<file path="src/rtl/alu_queue_pkg.sv">
// Shared types for the ALU operation queue: op codes, queue entry layout, reader FSM states.
// No logic here. Entry field widths set the default DATA_W/CTRL_W of the queue modules.
// Flow control is handled by the users of these types.
package alu_queue_pkg;

    localparam int ALU_DATA_W = 8;
    localparam int ALU_CTRL_W = 2;

    localparam int unsigned ALU_ADD = 0;
    localparam int unsigned ALU_SUB = 1;
    localparam int unsigned ALU_MUL = 2;

    typedef struct packed {
        logic [ALU_CTRL_W-1:0] ctrl;
        logic [ALU_DATA_W-1:0] x;
        logic [ALU_DATA_W-1:0] z;
    } alu_entry_t;

    typedef enum logic [1:0] {
        IDLE = 2'd0,
        EXEC = 2'd1,
        HOLD = 2'd2
    } alu_state_t;

endpackage

</file>
<file path="src/rtl/alu_queue_reader_if.sv">
// Writer-side push bus, queue status and result valid/ready channel of the ALU queue.
// Wires only; no latency. Pushes are dropped while full; the result channel stalls on y_ready.
// The DUT uses the slave modport; the writer/consumer side uses master.
interface alu_queue_reader_if #(
    parameter int DATA_W      = 8,
    parameter int CTRL_W      = 2,
    parameter int MAX_Q_DEPTH = 8
);
    localparam int CNT_W = $clog2(MAX_Q_DEPTH) + 1;

    logic                push;
    logic [CTRL_W-1:0]   push_ctrl;
    logic [DATA_W-1:0]   push_x;
    logic [DATA_W-1:0]   push_z;
    logic                full;
    logic [CNT_W-1:0]    number_queued;
    logic                overflow;
    logic                y_valid;
    logic                y_ready;
    logic [2*DATA_W-1:0] y;
    logic                y_err;

    modport slave (
        input  push, push_ctrl, push_x, push_z, y_ready,
        output full, number_queued, overflow, y_valid, y, y_err
    );

    modport master (
        output push, push_ctrl, push_x, push_z, y_ready,
        input  full, number_queued, overflow, y_valid, y, y_err
    );
endinterface

</file>
<file path="src/rtl/alu_queue_fifo.sv">
// Operation queue storage with occupancy, full and overflow status.
// Push visible in number_queued one cycle later; head entry is read combinationally.
// Pushes while full are dropped and flagged by a one-cycle overflow pulse.
module alu_queue_fifo
    import alu_queue_pkg::*;
#(
    parameter int MAX_Q_DEPTH = 8,
    localparam int PTR_W = $clog2(MAX_Q_DEPTH),
    localparam int CNT_W = PTR_W + 1
) (
    input  logic             clk,
    input  logic             rst_n,
    input  logic             push,
    input  alu_entry_t       push_dat,
    input  logic             pop,
    output alu_entry_t       head_dat,
    output logic             full,
    output logic [CNT_W-1:0] number_queued,
    output logic             overflow
);

    alu_entry_t       mem_q [MAX_Q_DEPTH];
    logic [PTR_W-1:0] wr_ptr_q, wr_ptr_d;
    logic [PTR_W-1:0] rd_ptr_q, rd_ptr_d;
    logic [CNT_W-1:0] cnt_q, cnt_d;
    logic             full_q, full_d;
    logic             overflow_q, overflow_d;
    logic             push_acc;

    // Acceptance uses the registered full, so a same-cycle pop never makes room.
    always_comb begin
        push_acc   = push && !full_q;
        wr_ptr_d   = wr_ptr_q + PTR_W'(push_acc);
        rd_ptr_d   = rd_ptr_q + PTR_W'(pop);
        cnt_d      = cnt_q + CNT_W'(push_acc) - CNT_W'(pop);
        full_d     = (cnt_d == CNT_W'(MAX_Q_DEPTH));
        overflow_d = push && full_q;
    end

    always_ff @(posedge clk or negedge rst_n) begin
        if (!rst_n) begin
            wr_ptr_q   <= '0;
            rd_ptr_q   <= '0;
            cnt_q      <= '0;
            full_q     <= 1'b0;
            overflow_q <= 1'b0;
        end else begin
            wr_ptr_q   <= wr_ptr_d;
            rd_ptr_q   <= rd_ptr_d;
            cnt_q      <= cnt_d;
            full_q     <= full_d;
            overflow_q <= overflow_d;
        end
    end

    always_ff @(posedge clk) begin
        if (push_acc) begin
            mem_q[wr_ptr_q] <= push_dat;
        end
    end

    assign head_dat      = mem_q[rd_ptr_q];
    assign full          = full_q;
    assign number_queued = cnt_q;
    assign overflow      = overflow_q;

endmodule

</file>
<file path="src/rtl/alu_queue_reader.sv">
// Drains the ALU op queue in order, executes each entry, presents {y, y_err} on valid/ready. Macro ALU_QUEUE_MUL_EN enables ctrl 2 multiply.
// Latency: push edge -> pop 1 cycle -> y_valid 2 cycles; one result per 2 cycles sustained.
// y/y_err/y_valid hold until y_ready; queue fills behind a stalled result and drops extra pushes.
module alu_queue_reader
    import alu_queue_pkg::*;
#(
    parameter int DATA_W      = ALU_DATA_W,
    parameter int CTRL_W      = ALU_CTRL_W,
    parameter int MAX_Q_DEPTH = 8
) (
    input  logic               clk,
    input  logic               rst_n,
    alu_queue_reader_if.slave  bus
);

    alu_entry_t          push_dat;
    alu_entry_t          head_dat;
    logic                pop;

    alu_state_t          state_q, state_d;
    alu_entry_t          opnd_q, opnd_d;
    logic [2*DATA_W-1:0] y_q, y_d;
    logic                y_err_q, y_err_d;
    logic                y_vld_q, y_vld_d;

    logic [2*DATA_W-1:0] x_ext, z_ext;
    logic [2*DATA_W-1:0] alu_y;
    logic                alu_err;
    logic                q_nonempty;

    assign push_dat = '{ctrl: bus.push_ctrl, x: bus.push_x, z: bus.push_z};

    alu_queue_fifo #(
        .MAX_Q_DEPTH (MAX_Q_DEPTH)
    ) u_fifo (
        .clk           (clk),
        .rst_n         (rst_n),
        .push          (bus.push),
        .push_dat      (push_dat),
        .pop           (pop),
        .head_dat      (head_dat),
        .full          (bus.full),
        .number_queued (bus.number_queued),
        .overflow      (bus.overflow)
    );

    assign q_nonempty = (bus.number_queued != '0);
    assign x_ext      = {{DATA_W{1'b0}}, opnd_q.x};
    assign z_ext      = {{DATA_W{1'b0}}, opnd_q.z};

    always_comb begin
        alu_y   = '0;
        alu_err = 1'b0;
        case (opnd_q.ctrl)
            CTRL_W'(ALU_ADD): alu_y = x_ext + z_ext;
            CTRL_W'(ALU_SUB): alu_y = x_ext - z_ext;
`ifdef ALU_QUEUE_MUL_EN
            CTRL_W'(ALU_MUL): alu_y = x_ext * z_ext;
`endif
            default:          alu_err = 1'b1;
        endcase
    end

    // The handshake edge both retires the held result and pops the next entry.
    always_comb begin
        state_d = state_q;
        opnd_d  = opnd_q;
        y_d     = y_q;
        y_err_d = y_err_q;
        y_vld_d = y_vld_q;
        pop     = 1'b0;
        case (state_q)
            IDLE: begin
                if (q_nonempty) begin
                    pop     = 1'b1;
                    opnd_d  = head_dat;
                    state_d = EXEC;
                end
            end
            EXEC: begin
                y_d     = alu_y;
                y_err_d = alu_err;
                y_vld_d = 1'b1;
                state_d = HOLD;
            end
            HOLD: begin
                if (bus.y_ready) begin
                    y_vld_d = 1'b0;
                    if (q_nonempty) begin
                        pop     = 1'b1;
                        opnd_d  = head_dat;
                        state_d = EXEC;
                    end else begin
                        state_d = IDLE;
                    end
                end
            end
            default: state_d = IDLE;
        endcase
    end

    always_ff @(posedge clk or negedge rst_n) begin
        if (!rst_n) begin
            state_q <= IDLE;
            opnd_q  <= '0;
            y_q     <= '0;
            y_err_q <= 1'b0;
            y_vld_q <= 1'b0;
        end else begin
            state_q <= state_d;
            opnd_q  <= opnd_d;
            y_q     <= y_d;
            y_err_q <= y_err_d;
            y_vld_q <= y_vld_d;
        end
    end

    assign bus.y       = y_q;
    assign bus.y_err   = y_err_q;
    assign bus.y_valid = y_vld_q;

endmodule

</file>
<file path="src/flat_wrapper.sv">
// flat-port wrapper written by rule: the top's interface ports become plain ports
module alu_queue_reader_flat import alu_queue_pkg::*;
#(
    parameter int DATA_W      = ALU_DATA_W,
    parameter int CTRL_W      = ALU_CTRL_W,
    parameter int MAX_Q_DEPTH = 8
)
  (clk, rst_n, bus_push, bus_push_ctrl, bus_push_x, bus_push_z, bus_y_ready, bus_full, bus_number_queued, bus_overflow, bus_y_valid, bus_y, bus_y_err);
  alu_queue_reader_if #(.DATA_W(DATA_W), .CTRL_W(CTRL_W), .MAX_Q_DEPTH(MAX_Q_DEPTH)) bus_i ();
  input  logic clk;
  input  logic rst_n;
  input wire logic [$bits(bus_i.push)-1:0] bus_push;
  input wire logic [$bits(bus_i.push_ctrl)-1:0] bus_push_ctrl;
  input wire logic [$bits(bus_i.push_x)-1:0] bus_push_x;
  input wire logic [$bits(bus_i.push_z)-1:0] bus_push_z;
  input wire logic [$bits(bus_i.y_ready)-1:0] bus_y_ready;
  output wire logic [$bits(bus_i.full)-1:0] bus_full;
  output wire logic [$bits(bus_i.number_queued)-1:0] bus_number_queued;
  output wire logic [$bits(bus_i.overflow)-1:0] bus_overflow;
  output wire logic [$bits(bus_i.y_valid)-1:0] bus_y_valid;
  output wire logic [$bits(bus_i.y)-1:0] bus_y;
  output wire logic [$bits(bus_i.y_err)-1:0] bus_y_err;
  assign bus_i.push = bus_push;
  assign bus_i.push_ctrl = bus_push_ctrl;
  assign bus_i.push_x = bus_push_x;
  assign bus_i.push_z = bus_push_z;
  assign bus_i.y_ready = bus_y_ready;
  assign bus_full = bus_i.full;
  assign bus_number_queued = bus_i.number_queued;
  assign bus_overflow = bus_i.overflow;
  assign bus_y_valid = bus_i.y_valid;
  assign bus_y = bus_i.y;
  assign bus_y_err = bus_i.y_err;
  alu_queue_reader #(.DATA_W(DATA_W), .CTRL_W(CTRL_W), .MAX_Q_DEPTH(MAX_Q_DEPTH)) u_core (.clk(clk), .rst_n(rst_n), .bus(bus_i));
endmodule
</file>
<file path="config.mk">
export PLATFORM = sky130hd
export DESIGN_NAME = alu_queue_reader_flat
export DESIGN_NICKNAME = d
export VERILOG_FILES = /design/src/rtl/alu_queue_pkg.sv /design/src/rtl/alu_queue_reader_if.sv /design/src/rtl/alu_queue_fifo.sv /design/src/rtl/alu_queue_reader.sv /design/src/flat_wrapper.sv
export SDC_FILE = /design/constraint.sdc
export NUM_CORES = 1
export LEC_CHECK = 0
export CAP_MARGIN = 10
export CELL_PAD_IN_SITES_DETAIL_PLACEMENT = 1
export CELL_PAD_IN_SITES_GLOBAL_PLACEMENT = 1
export CORE_AREA = 4 4 125 127
export DETAILED_ROUTE_END_ITERATION = 16
export DIE_AREA = 0 0 129 131
export GPL_TIMING_DRIVEN = 0
export HOLD_SLACK_MARGIN = 0.06
export PLACE_DENSITY_LB_ADDON = 0.1
export SYNTH_ARGS = -nofsm -noshare
export SYNTH_HDL_FRONTEND = slang
export SYNTH_SLANG_ARGS = --single-unit
</file>
<file path="constraint.sdc">
create_clock -name clk -period 3.9 [get_ports clk]
set_clock_uncertainty 0.1 [all_clocks]
set_input_delay 0.585 -clock clk [delete_from_list [all_inputs] [get_ports clk]]
set_output_delay 0.585 -clock clk [all_outputs]
set_load 0.05 [all_outputs]
</file>
==> flow_summary_export.csv <==
group,metric,value,unit
worst_setup_path,end_kind,"flop",
sta,grt_setup_unrepaired,"no",
finish,nets,588,
drt,drt-total-wl,17000,um
yosys,yosys.area.top_type,"edfxtp_1",
worst_setup_path,crit_start,"bus_y_ready",
yosys,syn-mean-instance-area,16.9,um2
floorplan,die_h,131,um
floorplan,io_pins,46,
grt,grt_pass1_vias,4663,
sta,finalCriticalPeriod,3310,ps
clock_tree,clockBufferDepth,2,
grt,grt_overflow_total,0,
placed_design,gp_congestion,0.870,
yosys,synth_area_leaders,"edfxtp_1 55%, dfrtp_1 14%, mux4_2 10%, ha_1 3.7%, mux2i_1 2.3%",
yosys,synthesis.nets,512,
grt,grt_pass1_wl,26700,um
floorplan,start_util,0.543,
floorplan,die-width,129,um
min_path,hold_class,"reg -> reg",
drt,ant_nets,0,
grt,grt_usage,0.218,
sta,setup_viol,0,
sta,slew_viol_final,0,
clock_tree,cts_num_sinks,188,
job,cap_violations,0,
sta,finalHoldWorstSlack,376,ps
power,cellPowerDensity,859,nW/um2
yosys,syn_area,7840,um2
yosys,synthCells,464,
placed_design,numPortBuffers,45,
drt,drcViolationCount,0,
clock_tree,tritoncts,"built",
drt,wl_per_cell,23.1,um
clock_tree,htree_levels,4,
worst_setup_path,crit_type,"in -> reg",
drt,firstDrtPassIters,5,
finish,diodes,0,
yosys,synth_cell_type_count,43,
yosys,yosys_register_bits,188,
finish,drive_gt1_frac,0.188,
worst_setup_path,critPathLaunchType,"primary input",
sta,worst_pin_slew,913,ps
clock_tree,post_cts_buffers,0,
finish,area_growth,18.4,%
floorplan,dieArea,16900,um2
grt,met3_usage,0.0398,
grt,grtUsageMet1,0.268,
yosys,async_flop_share,0.234,
min_path,hp-start,"u_core.bus.y_err",
clock_tree,path_clk_slew,70,ps
placed_design,hpwl,12100,um
placed_design,pre_cts_slack,120,ps
yosys,ys.flop_type,"edfxtp_1",
yosys,synth-edff-count,144,
yosys,synth_top_area_frac,0.552,
sta,maxSlewHeadroom,0.391,
sta,layout_setup_ws,592,ps
floorplan,rows,44,
worst_setup_path,cp_data_required_time,4080,ps
sta,period_share,0.848,
sta,hold_viol,0,
sta,fmax,302,MHz
floorplan,core_area,14400,um2
yosys,synth-warning-count,0,
worst_setup_path,regToRegStartpoint,"u_core.u_fifo.number_queued[2]",
worst_setup_path,path_max_fanout,10,
grt,grt_max_degree,40,
power,p_leak,3.37,nW
power,ir_drop,0.379,mV
drt,vias,4243,
clock_tree,cts_root_buf,"clkbuf_16",
yosys,synth-seq-area-share,0.692,
outcome,status,"finished clean",
clock_tree,cts_buffers,17,
worst_setup_path,cp_data_arrival_time,3490,ps
drt,drt_iter0_drc,255,
grt,gr-usage-met2,0.396,
drt,viasPerCell,5.76,
grt,grt.busiest_layer,"met2",
clock_tree,clk_latency,430,ps
grt,antenna_found_initial,0,
-- worst paths after layout --
check,end,slack (ps),depth (start not counted)
worst max-delay path,u_core.u_fifo.full,590,10
worst min-delay path,u_core.bus.y_err,380,2
worst max register to register,u_core.u_fifo.full,610,11
worst min register to register,u_core.bus.y_err,380,2
max in group asynchronous,u_core.u_fifo.rd_ptr_q[2],2830,3
min in group asynchronous,u_core.u_fifo.overflow,430,2
-- cell usage in the layout (no fill, tap or decap), types with 2 or more instances in the layout --
cell and instances:
edfxtp_1 144, clkdlybuf4s50_1 44, dfrtp_1 44, mux4_2 36
a21oi_1 30, nor2_1 24, ha_1 23, inv_1 20
mux2i_1 18, clkbuf_16 17, nand2_1 16, clkbuf_1 12
buf_2 9, nand2b_1 8, buf_8 8, xor2_1 6
nor2_2 6, o21ai_0 6, xnor2_1 6, buf_4 6
nor2b_1 5, nor3b_1 3, and2_1 3, nor3_1 3
mux2_2 3, a22o_1 3, o31ai_1 3, fa_1 3
clkinv_4 3, clkinvlp_4 3, inv_6 3, nor3_2 2
nor4b_1 2, o211ai_1 2, or3_1 2, a221oi_1 2
nand3b_1 2, inv_8 2, buf_6 2
-- cells by family (layout without fill, tap and decap cells) --
kind of cell,count (synthesis),count (layout),synth area share
multiplexers,57,57,0.131
AND/OR/NAND/NOR,79,79,0.0489
flip-flops,188,188,0.692
AO/OA/AOI/OAI,56,56,0.0441
XOR/XNOR,12,12,0.0134
adder cells (fa/ha/maj),26,26,0.0444
buffers and inverters,46,135,0.0262
-- area by class of cell --
type / instances / area [um2]
Fill cell: 1303 / 5150
Timing Repair Buffer: 57 / 618
Buffer: 26 / 130
Multi-Input combinational cell: 230 / 2230
Inverter: 20 / 75.1
Sequential cell: 188 / 5430
Clock inverter: 14 / 136
Tap cell: 184 / 230
Clock buffer: 18 / 429
-- stage by stage --
stage | cells | instance area, um2 | utilization | setup TNS (ps) | total power (W)
3_3_place_gp | 693 | 8520 | 0.590 | -23860 | 0.00609
4_1_cts | 737 | 9280 | 0.643 | 0 | 0.00804
6_report | 737 | 9280 | 0.643 | 0 | 0.00797
3_5_place_dp | 704 | 8700 | 0.603 | 0 | 0.00636
5_1_grt | 737 | 9280 | 0.643 | 0 | 0.00846
2_1_floorplan | 464 | 7840 | - | 0 | 0.00524
-- cell usage after synthesis (2+ instances only) --
cell,instances
a21oi_1,30
a221oi_1,2
a22o_1,3
and2_1,3
buf_2,8
buf_4,6
clkbuf_1,11
dfrtp_1,44
edfxtp_1,144
fa_1,3
ha_1,23
inv_1,20
mux2_2,3
mux2i_1,18
mux4_2,36
nand2_1,16
nand2b_1,8
nand3b_1,2
nor2_1,30
nor2b_1,5
nor3_1,5
nor3b_1,3
nor4b_1,2
o211ai_1,2
o21ai_0,6
o31ai_1,3
or3_1,2
xnor2_1,6
xor2_1,6
-- where the power goes --
| part | switching [W] | total [W] | internal, W | leakage [nW] |
|---|---|---|---|---|
| clock | 0.000756 | 0.00165 | 0.000893 | 0.269 |
| sequential | 0.000244 | 0.00286 | 0.00261 | 1.83 |
| combinational | 0.00204 | 0.00346 | 0.00142 | 1.28 |
| total | 0.00304 | 0.00797 | 0.00493 | 3.37 |
-- metal layers --
layer / share of wire / up-vias
met2: 0.55 / 102
met3: 0.035 / 28
li1: - / 1915
met4: 0.019 / 0
met1: 0.40 / 2198
met5: 0 / -
-- critical path, stage by stage --
cell             delay [ps]
clkdlybuf4s50_1         480
nand2b_1                120
nor3b_1                 490
clkbuf_1                450
xor2_1                  140
ha_1                    240
a21o_1                  190
a21oi_1                 180
xor2_1                  210
nor4b_1                 390
-- repair_timing --
| action | CTS | global route |
|---|---|---|
| endpoints found under the hold margin | 5 | 0 |
| endpoints found under the setup margin | 0 | 0 |
| gates resized for setup | 0 | 0 |
| hold buffers | 1 | 0 |
-- sequential cells by signal, summed over array words and instances, names as in the netlist --
register and count:
u_core.bus.y_valid 1, u_core.u_fifo.full 1, u_core.u_fifo.mem_q 144, u_core.opnd_q 18, u_core.bus.y_err 1, u_core.u_fifo.rd_ptr_q 3, u_core.u_fifo.number_queued 4, u_core.u_fifo.wr_ptr_q 3
u_core.u_fifo.overflow 1, u_core.bus.y 10, u_core.state_q 2
(Power assumes the default switching activity.)
